[config.mk]
export PLATFORM = sky130hd
export DESIGN_NAME = alu_seq_ctrl
export DESIGN_NICKNAME = d
export VERILOG_FILES = /design/src/rtl/alu_seq_ctrl.sv
export SDC_FILE = /design/constraint.sdc
export NUM_CORES = 1
export LEC_CHECK = 0
export ABC_AREA = 0
export CORE_MARGIN = 2
export CORE_UTILIZATION = 33
export CTS_CLUSTER_DIAMETER = 40
export DETAILED_ROUTE_END_ITERATION = 10
export PLACE_DENSITY = 0.59
export SETUP_SLACK_MARGIN = 0.4
export SKIP_CTS_REPAIR_TIMING = 1
export SLEW_MARGIN = 20
export SYNTH_ARGS = -nofsm -noshare
export SYNTH_HDL_FRONTEND = slang
export SYNTH_SLANG_ARGS = --single-unit
[constraint.sdc]
create_clock -name clk_in -period 6.03 [get_ports clk_in]
set_input_delay 0.9045 -clock clk_in [delete_from_list [all_inputs] [get_ports clk_in]]
set_output_delay 0.9045 -clock clk_in [all_outputs]
set_load 0.03 [all_outputs]
[src/rtl/alu_seq_ctrl.sv]
// alu_seq_ctrl: request/response sequencer in front of the shared add/sub ALU.
// ADD/SUB take one ALU pass; MUL is an iterative unsigned shift-add multiply
// reusing the same ALU, result truncated to DATA_WIDTH.
// Optional build macro MUL_EARLY_TERM_EN: MUL stops as soon as no multiplier
// bits remain, so latency tracks the highest set bit of A.
module alu_seq_ctrl #(
  parameter int DATA_WIDTH = 16
) (
  input  logic                  clk_in,
  input  logic                  rst_n_in,
  input  logic                  req_valid_in,
  input  logic [1:0]            req_op_in,
  input  logic [DATA_WIDTH-1:0] req_a_in,
  input  logic [DATA_WIDTH-1:0] req_b_in,
  output logic                  req_ready_out,
  output logic                  busy_out,
  output logic                  done_out,
  output logic [DATA_WIDTH-1:0] result_out,
  output logic                  zero_out,
  output logic                  sign_out,
  output logic [DATA_WIDTH-1:0] alu_a_out,
  output logic [DATA_WIDTH-1:0] alu_b_out,
  output logic                  alu_op_out,
  input  logic [DATA_WIDTH-1:0] alu_result_in
);

  localparam int CW = $clog2(DATA_WIDTH + 1);
  localparam logic [1:0] OP_SUB = 2'b01;
  localparam logic [1:0] OP_MUL = 2'b10;

  typedef enum logic [1:0] {IDLE, EXEC, MUL_STEP, DONE} state_t;

  state_t                state, state_nx;
  logic [1:0]            op_r;
  logic [DATA_WIDTH-1:0] a_r, b_r;
  logic [DATA_WIDTH-1:0] acc, mcand, mplier;
  logic [CW-1:0]         cnt;

  logic [DATA_WIDTH-1:0] acc_step, mplier_sh, res_d;
  logic                  res_we, last_step, mul_skip;

  // Accumulator value after this step: add the shifted multiplicand only
  // when the current multiplier bit is set.
  assign acc_step  = mplier[0] ? alu_result_in : acc;
  assign mplier_sh = mplier >> 1;

`ifdef MUL_EARLY_TERM_EN
  // Finish once the remaining multiplier bits are all zero; A==0 skips
  // the step loop entirely.
  assign last_step = (cnt == CW'(DATA_WIDTH - 1)) || (mplier_sh == '0);
  assign mul_skip  = (req_a_in == '0);
`else
  assign last_step = (cnt == CW'(DATA_WIDTH - 1));
  assign mul_skip  = 1'b0;
`endif

  assign req_ready_out = (state == IDLE);
  assign busy_out      = (state != IDLE);
  assign done_out      = (state == DONE);

  // Next state, ALU drive and result write-enable from current state.
  always_comb begin
    state_nx   = state;
    alu_a_out  = '0;
    alu_b_out  = '0;
    alu_op_out = 1'b0;
    res_we     = 1'b0;
    res_d      = '0;
    case (state)
      IDLE: begin
        if (req_valid_in) begin
          if (req_op_in == OP_MUL) begin
            if (mul_skip) begin
              state_nx = DONE;
              res_we   = 1'b1;
            end else begin
              state_nx = MUL_STEP;
            end
          end else begin
            state_nx = EXEC;
          end
        end
      end
      EXEC: begin
        alu_a_out  = a_r;
        alu_b_out  = b_r;
        alu_op_out = (op_r == OP_SUB);
        res_we     = 1'b1;
        res_d      = alu_result_in;
        state_nx   = DONE;
      end
      MUL_STEP: begin
        alu_a_out = acc;
        alu_b_out = mcand;
        if (last_step) begin
          res_we   = 1'b1;
          res_d    = acc_step;
          state_nx = DONE;
        end
      end
      default: state_nx = IDLE;
    endcase
  end

  // State register.
  always_ff @(posedge clk_in) begin
    if (!rst_n_in) state <= IDLE;
    else           state <= state_nx;
  end

  // Request latch and multiply working registers.
  always_ff @(posedge clk_in) begin
    if (!rst_n_in) begin
      op_r   <= '0;
      a_r    <= '0;
      b_r    <= '0;
      acc    <= '0;
      mcand  <= '0;
      mplier <= '0;
      cnt    <= '0;
    end else begin
      case (state)
        IDLE: begin
          if (req_valid_in) begin
            op_r <= req_op_in;
            a_r  <= req_a_in;
            b_r  <= req_b_in;
            if (req_op_in == OP_MUL) begin
              acc    <= '0;
              mcand  <= req_b_in;
              mplier <= req_a_in;
              cnt    <= '0;
            end
          end
        end
        MUL_STEP: begin
          acc    <= acc_step;
          mcand  <= mcand << 1;
          mplier <= mplier_sh;
          cnt    <= cnt + CW'(1);
        end
        default: ;
      endcase
    end
  end

  // Result and flags; held until the next write.
  always_ff @(posedge clk_in) begin
    if (!rst_n_in) begin
      result_out <= '0;
      zero_out   <= 1'b0;
      sign_out   <= 1'b0;
    end else if (res_we) begin
      result_out <= res_d;
      zero_out   <= (res_d == '0);
      sign_out   <= res_d[DATA_WIDTH-1];
    end
  end

endmodule
==> results.py <==
metrics = {
    "outcome": {
        "outcome": "finished clean",
    },
    "routing": {
        "drc": 0,
        "drt_wl_total_um": 14200,
        "ant_nets": 0,
        "drt_first_pass_iters": 5,
        "routedWlPerCell_um": 15.9,
        "vias": 4602,
        "vias_per_cell": 5.14,
        "drt_iter0_drc": 267,
    },
    "pwr": {
        "switching_share_pct": 38.5,
        "p_per_area_nw_per_um2": 398,
        "clkPwrFrac_pct": 22.6,
        "power_frac_comb_pct": 42.0,
        "ir_worst_vdd_uv": 240,
        "seqPwrFrac_pct": 35.4,
        "internal-power_mw": 1.60,
        "power.switching_uw": 999,
        "leakage_nw": 2.13,
    },
    "critical_path": {
        "r2r_cells": 8,
        "cp.arrival_ns": 2.73,
        "critPathKind": "reg2out",
        "r2r-start": "state[0]",
        "cp_max_fo": 54,
        "r2r_slack_ns": 2.82,
        "end_kind": "output pin",
        "path_cells": "inv_1, ha_2, buf_4, a22oi_1, nor2b_1, clkdlybuf4s50_1",
        "cp.required_ns": 5.13,
        "worst-path-buf-inv": 3,
        "cp_slowest_stage_delay_ns": 0.71,
        "path_delay_family": "buffers and inverters",
        "r2r_end": "mplier[8]",
        "startpoint_type": "flop",
        "slowest_stage": "clkdlybuf4s50_1",
    },
    "sta": {
        "fin_crit_sh_pct": 60.3,
        "tightest_slew_ns": 0.987,
        "setup_viol_count_final": 0,
        "max_slew_margin_pct": 34.2,
        "slew_viol_final": 0,
        "max_freq_mhz": 275,
        "rsz0062_at_grt": "no",
        "finalHoldViolCount": 0,
        "fin_crit_ns": 3.64,
        "final.setup.tns_ns": 0,
        "skew_ns": 0.00595,
    },
    "grt": {
        "track_usage_pct": 17.5,
        "grt_max_degree": 66,
        "grt_pass1_wl_um": 23100,
        "gr-total-overflow": 0,
        "first_global_vias": 4532,
        "antenna_found_initial": 0,
    },
    "floorplanning": {
        "core-area_um2": 15200,
        "num_rows": 45,
        "fp.dieW_um": 129,
        "initial_utilization_pct": 33.7,
        "ioPinCount": 107,
        "dieArea_um2": 16600,
        "die_h_um": 129,
    },
    "yosys": {
        "seq_area_frac_synth_pct": 41.4,
        "synth_seq_cells": 106,
        "yosysUniqueCellTypes": 48,
        "postSynth.asyncResetShare_pct": 0,
        "synth_cells": 632,
        "synth_edf_count": 0,
        "syn_avg_cell_area_um2": 8.11,
        "synth_ff_type": "dfxtp_1",
        "ys_warn_count": 0,
        "synthesis.area_um2": 5130,
        "synth_nets": 691,
    },
    "clock_network": {
        "cts_made_buffers": 9,
        "ctsRootBufferMaster": "clkbuf_16",
        "path_clk_slew_ns": 0.07,
        "clk_path_buf_depth": 2,
        "clock-sinks": 106,
        "cts_tree": "built",
        "htree_levels": 3,
        "clk_latency_ns": 0.34,
    },
    "finish": {
        "n_antenna_cell": 0,
        "fin_cells": 896,
        "fillers": 1510,
        "layout_commonest_cell": "nand2_1",
        "drive_gt1_share_pct": 4.94,
        "area_delta_synth_final_pct": 27.1,
        "nets": 763,
        "most-common-layout-cells": "nand2_1, dfxtp_1, clkdlybuf4s50_1, a21boi_0, nor2_1",
    },
    "place": {
        "io_buffers": 106,
        "gp_congestion": 0.808,
        "dpl.hpwl_um": 9750,
        "placed_cells": 881,
    },
    "worst_hold_path": {
        "whs_endpoint": "cnt[4]",
        "worstHoldPathCells": 2,
        "worstHoldStart": "cnt[4]",
        "hp-class": "reg2reg",
    },
    "job": {
        "cap_violations": 0,
    },
}
## area by class of cell
class,instances,area [um^2],share of cell area (%)
Inverter,7,26.3,0.403
Timing Repair Buffer,111,1090,16.8
Clock inverter,4,51.3,0.787
Tap cell,188,235,3.61
Sequential cell,106,2120,32.6
Multi-Input combinational cell,469,2750,42.1
Clock buffer,11,243,3.72
## registers in the layout (all words and copies together) (netlist names)
signal,count
b_r,16
mcand,16
state,2
acc,16
mplier,16
zero_out,1
result_out,16
a_r,16
op_r,2
cnt,5
## synthesized netlist by cell type, types with 2 or more instances
| master | n | share of area, % |
|---|---|---|
| and2_1 | 4 | 0.49 |
| dfxtp_1 | 106 | 41 |
| nand2_2 | 2 | 0.24 |
| nor3_1 | 2 | 0.20 |
| a21oi_1 | 29 | 2.8 |
| a22oi_1 | 29 | 4.2 |
| xor2_1 | 2 | 0.34 |
| buf_4 | 5 | 0.73 |
| buf_1 | 2 | 0.15 |
| nor2_1 | 47 | 3.4 |
| a211oi_1 | 16 | 2.3 |
| mux2_2 | 2 | 0.44 |
| nand3_1 | 8 | 0.78 |
| buf_6 | 5 | 1.1 |
| nor2b_1 | 28 | 3.4 |
| o21ai_0 | 25 | 2.4 |
| and3_1 | 2 | 0.24 |
| clkbuf_1 | 23 | 1.7 |
| inv_1 | 6 | 0.44 |
| ha_1 | 6 | 1.5 |
| mux2i_1 | 27 | 5.3 |
| a221oi_1 | 2 | 0.34 |
| buf_2 | 15 | 1.5 |
| nand2_1 | 150 | 11 |
| o21ai_2 | 2 | 0.34 |
| o21a_1 | 3 | 0.44 |
| nand4_1 | 3 | 0.37 |
| o211a_1 | 3 | 0.59 |
| nor3b_1 | 10 | 1.5 |
| a21boi_0 | 48 | 7.0 |
| nand2b_1 | 3 | 0.37 |
## how the worst max path moves through the flow
stage                  from             to  slack, ns  cells after the start
6_report           state[0]   alu_a_out[1]       2.39                      6
5_1_grt            state[0]  alu_b_out[13]       2.29                      6
4_1_cts            state[0]  alu_b_out[14]       2.20                      4
3_5_place_dp   req_valid_in     mplier[14]       2.28                      6
3_3_place_gp   req_valid_in      mplier[7]       2.42                      6
2_1_floorplan      state[1]   alu_b_out[0]       3.17                      7
## power groups by stage
stage	sequential [mW]	clock, mW	combinational, mW
2_1_floorplan	0.976	0	0.738
3_3_place_gp	0.928	0	1.06
3_5_place_dp	0.934	0	1.08
4_1_cts	0.918	0.603	1.09
5_1_grt	0.938	0.630	1.20
6_report	0.919	0.588	1.09
## worst register-to-register path, cell delays in order, from the launching register on
cell and delay, ns:
dfxtp_1 0.36, inv_1 0.11, ha_2 0.17, buf_4 0.54
inv_1 0.34, o22ai_4 0.82, buf_4 0.46, nor2_1 0.08
a211oi_1 0.23
## metal layers
layer  wire [um]  GRT usage [%]
met1        6520           23.2
met4         269           6.52
met3         716           3.62
met2        6730           28.1
met5           0              0
## metrics by stage
step	setup WS, ns	total power [mW]	hold WS [ns]	utilization (%)	area, um^2
final	2.39	2.60	0.456	42.9	6520
after global routing	2.29	2.76	0.487	42.9	6520
after CTS	2.20	2.61	0.459	42.8	6500
after detailed placement	2.28	2.02	0.449	40.8	6210
after global placement	2.42	1.98	0.438	40.8	6210
after floorplan	3.17	1.71	0.431	-	5130
## cells by family (layout without fill, tap and decap cells)
group | count (synthesis) | count (layout) | share of synthesized area, %
buffers and inverters | 57 | 133 | 5.64
adders and majority gates | 6 | 6 | 1.46
muxes | 29 | 29 | 5.71
AOI/OAI and AO/OA | 168 | 168 | 22.7
and+or+nand+nor | 263 | 263 | 22.6
DFF | 106 | 106 | 41.4
xor gates and xnor gates | 3 | 3 | 0.513
Power figures use the tool's default switching activity.
